==> src/rtl/sfifo_reader.sv <==
// sfifo_reader: read-side consumer for a synchronous FIFO with registered RAM read.
// It issues rinc against rempty, captures rdata one cycle later into a small skid
// buffer, and presents the buffer head downstream as a valid/ready stream.
//
// Ports:
//   clk        clock, rising edge, shared with the FIFO
//   rst        synchronous active-high reset (asserted together with the FIFO reset)
//   rempty     FIFO empty flag (registered/lagging when FLAG_LAG=1)
//   rdata      FIFO read data, valid the cycle after an accepted rinc
//   rinc       FIFO read request (combinational from local state and rempty)
//   m_valid    downstream data valid
//   m_ready    downstream ready
//   m_data     downstream data (skid-buffer head)
//   words_out  count of words delivered downstream, wraps modulo 2^CNT_W
module sfifo_reader #(
    parameter int unsigned WIDTH     = 8,
    parameter int unsigned BUF_DEPTH = 3,
    parameter int unsigned FLAG_LAG  = 1,
    parameter int unsigned CNT_W     = 16
) (
    input  logic             clk,
    input  logic             rst,
    input  logic             rempty,
    input  logic [WIDTH-1:0] rdata,
    output logic             rinc,
    output logic             m_valid,
    input  logic             m_ready,
    output logic [WIDTH-1:0] m_data,
    output logic [CNT_W-1:0] words_out
);

    localparam int unsigned PW    = $clog2(BUF_DEPTH + 1);
    localparam int unsigned PW1   = PW + 1;
    // Storage rounded up to a power of two so the pointer width indexes it exactly;
    // entries at or above BUF_DEPTH are never written.
    localparam int unsigned MEM_N = 1 << PW;

    localparam logic [PW-1:0] LAST_IDX = PW'(BUF_DEPTH - 1);
    localparam logic [PW:0]   DEPTH_X  = PW1'(BUF_DEPTH);
    localparam logic          LAG_ON   = (FLAG_LAG != 0);

    logic [WIDTH-1:0] mem [MEM_N];
    logic [PW-1:0]    occ;
    logic [PW-1:0]    occ_next;
    logic [PW-1:0]    wr_ptr;
    logic [PW-1:0]    rd_ptr;
    logic             infl;
    logic             push;
    logic             pop;
    logic [PW:0]      reserved;

    function automatic logic [PW-1:0] bump(input logic [PW-1:0] p);
        return (p == LAST_IDX) ? '0 : p + PW'(1);
    endfunction

    // Every in-flight read already owns a buffer slot, so the buffer cannot overflow.
    // With a lagging empty flag, skip the cycle right after a read so rempty is fresh.
    assign reserved = {1'b0, occ} + {{PW{1'b0}}, infl};
    assign rinc     = ~rst & ~rempty & (reserved < DEPTH_X) & (~LAG_ON | ~infl);

    assign push   = infl;
    assign pop    = m_valid & m_ready;
    assign m_data = mem[rd_ptr];

    // Occupancy update; simultaneous capture and pop leaves it unchanged.
    always_comb begin
        occ_next = occ;
        if (push && !pop) begin
            occ_next = occ + PW'(1);
        end else if (!push && pop) begin
            occ_next = occ - PW'(1);
        end
    end

    // Buffer state, pointers and delivered-word counter.
    always_ff @(posedge clk) begin
        if (rst) begin
            occ       <= '0;
            infl      <= 1'b0;
            wr_ptr    <= '0;
            rd_ptr    <= '0;
            m_valid   <= 1'b0;
            words_out <= '0;
            for (int unsigned i = 0; i < MEM_N; i++) begin
                mem[i] <= '0;
            end
        end else begin
            infl    <= rinc;
            occ     <= occ_next;
            m_valid <= (occ_next != '0);
            if (push) begin
                mem[wr_ptr] <= rdata;
                wr_ptr      <= bump(wr_ptr);
            end
            if (pop) begin
                rd_ptr    <= bump(rd_ptr);
                words_out <= words_out + CNT_W'(1);
            end
        end
    end

    // A capture into a full buffer would mean the slot reservation is broken.
    always_ff @(posedge clk) begin
        if (!rst && infl) begin
            assert (occ < PW'(BUF_DEPTH));
        end
    end

endmodule

==> config.mk <==
export PLATFORM = sky130hd
export DESIGN_NAME = sfifo_reader
export DESIGN_NICKNAME = d
export VERILOG_FILES = /design/src/rtl/sfifo_reader.sv
export SDC_FILE = /design/constraint.sdc
export NUM_CORES = 1
export LEC_CHECK = 0
export ABC_CLOCK_PERIOD_IN_PS = 1400
export BUFFER_PORTS_ARGS = -buffer_cell sky130_fd_sc_hd__buf_2
export CORE_MARGIN = 2
export CORE_UTILIZATION = 45
export CTS_BUF_LIST = sky130_fd_sc_hd__clkbuf_4 sky130_fd_sc_hd__clkbuf_8 sky130_fd_sc_hd__clkbuf_16
export DETAILED_ROUTE_END_ITERATION = 7
export GPL_ROUTABILITY_DRIVEN = 0
export PLACE_DENSITY_LB_ADDON = 0.3
export REMOVE_ABC_BUFFERS = 1
export SLEW_MARGIN = 10
export SYNTH_ARGS = -nofsm -noshare
export SYNTH_HDL_FRONTEND = slang
export SYNTH_SLANG_ARGS = --single-unit
export TNS_END_PERCENT = 1
==> constraint.sdc <==
create_clock -name clk -period 1.4 [get_ports clk]
set_clock_uncertainty 0.05 [all_clocks]
set_input_delay 0.28 -clock clk [delete_from_list [all_inputs] [get_ports clk]]
set_output_delay 0.28 -clock clk [all_outputs]
set_load 0.005 [all_outputs]
==> results.txt <==
Peak VDD IR = 0.992 mV
Yosys cell types = 35
Worst path slowest cell = or4_4
DR DRC count = 0
CP bufs+invs = 1
Layout area overhead = 33.5%
Number of synthesized flops with an enable pin = 32
Switching share of power = 24.0%
Switch Pwr = 1.04 mW
Most common cell in the netlist = edfxtp_1
Clk buf depth = 2
Combinational share of power = 15.3%
Total Wirelength = 5.18 mm
FF+latch count, synth = 58
Rows = 27
Sink Count = 58
Final hold violation count = 0
Vias = 1783
ANT nets after route = 0
Worst-path clk slew = 0.06 ns
Synth Flop Type = edfxtp_1
CTS H-tree lvls = 3
Worst Setup Start Kind = register
Initial DRC Count = 61
CP most frequent cell = ha_2
Worst-Margin Slew = 0.434 ns
Root buf cell = clkbuf_8
Crit. End Element = output pin
IO buf count = 37
Cell count after synthesis = 204
Clock share of power = 38.6%
Die Height = 79.3 um
Synth Area per Inst = 12.5 sq um
Effective utilization at floorplan = 46.6%
Final Non-Filler Cells = 354
Int Pwr = 3.29 mW
# placed instances = 338
Initial antenna violation count = 0
DP HPWL = 3.44 mm
Fin worst setup slack = -0.550 ns
Worst stage delay on the critical path = 0.42 ns
Final count of pins violating max slew = 0
Final period util = 139%
MaxCap Viol Count = 0
Synth cell count leaders = 32 x edfxtp_1, 26 x dfxtp_1, 25 x and2_1, 21 x nor2_1, 12 x xnor2_1
Synth async-reset ratio = 0%
HP Class = in2reg
Fin nets = 292
Crit Path Class = reg2out
Final setup viols = 9
Post-CTS setup buffer count = 0
Share of layout cells above drive strength 1 = 44.0%
Synthesized area = 2550 sq um
Yosys warning total = 0
Power share of the sequential group = 46.1%
Pwr dens = 1270 nW/um^2
Post-route cell area = 3400 sq um
Die width = 79.3 um
CP Data Required Time = 1.07 ns
Filler cell count = 466
CTS tree = done
Leak pwr = 1.40 nW
Vias in the first global route = 1751
Family with the most delay on the worst path = simple AND/OR/NAND/NOR gates
Leading area contributor after synthesis = edfxtp_1
Run status = finished with violations
Worst hold slack = 0.156 ns
DP Worst Slack = -0.252 ns
Remaining global-route overflow = 0
Area of the multi-input gates = 1110 sq um
RSZ-0062 raised after global routing = true
Skew-Pair Late Insertion Delay = 0.34 ns
FMAX = 513 MHz
Num CTS Buffers = 9
Pre-Repair DR Iteration Count = 4
Critical Path AT = 1.62 ns
Gr usage total = 18.5%
Min Tclk post-route = 1.95 ns
FF+latch area = 1490 sq um
Core Box Area = 5470 sq um
Top Ports = 38
Relative slew slack = 71.1%
Placed inst area = 3080 sq um
Vias/cell = 5.04
Crit-path max FO = 2
Wire per inst = 14.6 um
Die area = 6280 sq um
CTS Hold Buffers Added = 0
First-pass GRT wire length = 8.49 mm
Pin count of the biggest net entering global routing = 23
Failing checks = setup timing
Sequential share of the synthesized area = 58.1%
Post-synth top area share = 37.7%
Top post-synthesis cells by area = edfxtp_1 38%, dfxtp_1 20%, mux4_2 7.1%
Cell Chain, Critical Path = ha_2 -> ha_2 -> or4_4 -> a21oi_2 -> buf_2
Antenna cells = 0
routing by layer:
| layer | routed length, um | GRT usage, % |
|---|---|---|
| met1 | 2290 | 22.4 |
| met5 | 0 | 0 |
| met4 | 39 | 7.59 |
| met3 | 292 | 7.50 |
| met2 | 2570 | 29.2 |
what timing repair did:
action | in CTS | in global routing
setup endpoints to repair | 27 | 36
pin swaps | 1 | 1
resized for setup | 8 | 19
cells in the final DEF, fill, tap and decap left out, drive strengths merged, types with 3 or more instances in the layout:
cell type and n:
clkbuf 10, and2 25, edfxtp 32, inv 3
o21ai 3, nor3b 3, dfxtp 26, clkinv 3
or3 3, mux4 8, a21oi 10, buf 70
nand4 4, nand3 5, nand2 6, nor4 6
xnor2 12, nor2 21, ha 3, nor3 4
and3 8
stage by stage:
step,power (mW),util (%),setup TNS [ns]
3_5_place_dp,2.66,56.3,-2.70
3_3_place_gp,2.64,56.3,-1.71
5_1_grt,4.54,62.2,-4.47
6_report,4.33,62.2,-3.51
4_1_cts,4.36,60.9,-3.85
2_1_floorplan,2.34,-,-3.85
worst min-delay path, delay by kind of cell:
kind,cells,cell delay (ns)
and+or+nand+nor,1,0.11
buffers and inverters,1,0.08
AOI/OAI and AO/OA,1,0.03
cell type report:
type | instances | share of cell area, %
clock buffers | 10 | 3.86
clock inverters | 6 | 2.39
inverters | 3 | 0.331
multi-input cells | 135 | 32.5
flip-flops and latches | 58 | 43.8
well taps | 72 | 2.65
repair buffers | 70 | 14.4
path summary, 6_finish.rpt:
check,from,end,slack [ns],cells after the start
setup reg to reg,words_out[6]$_SDFFE_PP0N_,words_out[15]$_SDFFE_PP0N_,0,4
hold / removal,rempty,infl$_SDFF_PP0_,0.16,3
hold reg to reg,rd_ptr[0]$_SDFFE_PP0N_,register,0.49,2
setup / recovery,occ[0]$_SDFF_PP0_,rinc,-0.55,5
kinds of logic after synthesis:
group	synth area share, %
AND/OR/NAND/NOR	21.8
flip-flops	58.1
AO/OA/AOI/OAI	3.53
XOR/XNOR	4.81
buffers and inverters	2.01
multiplexers	8.29
adder cells (fa/ha/maj)	1.47
flip-flops by register name, summed over array words and instances, names as in the netlist, named ones only:
register / cells
mem: 32
occ: 2
words_out: 16
wr_ptr: 2
m_valid: 1
rd_ptr: 2
infl: 1
power by group through the flow:
stage | combinational, mW | sequential [mW] | clock, mW
5_1_grt | 0.737 | 2.01 | 1.79
3_3_place_gp | 0.630 | 2.01 | 0
2_1_floorplan | 0.293 | 2.05 | 0
3_5_place_dp | 0.643 | 2.02 | 0
6_report | 0.664 | 2.00 | 1.67
4_1_cts | 0.660 | 1.99 | 1.72
Power figures use the tool's default switching activity.
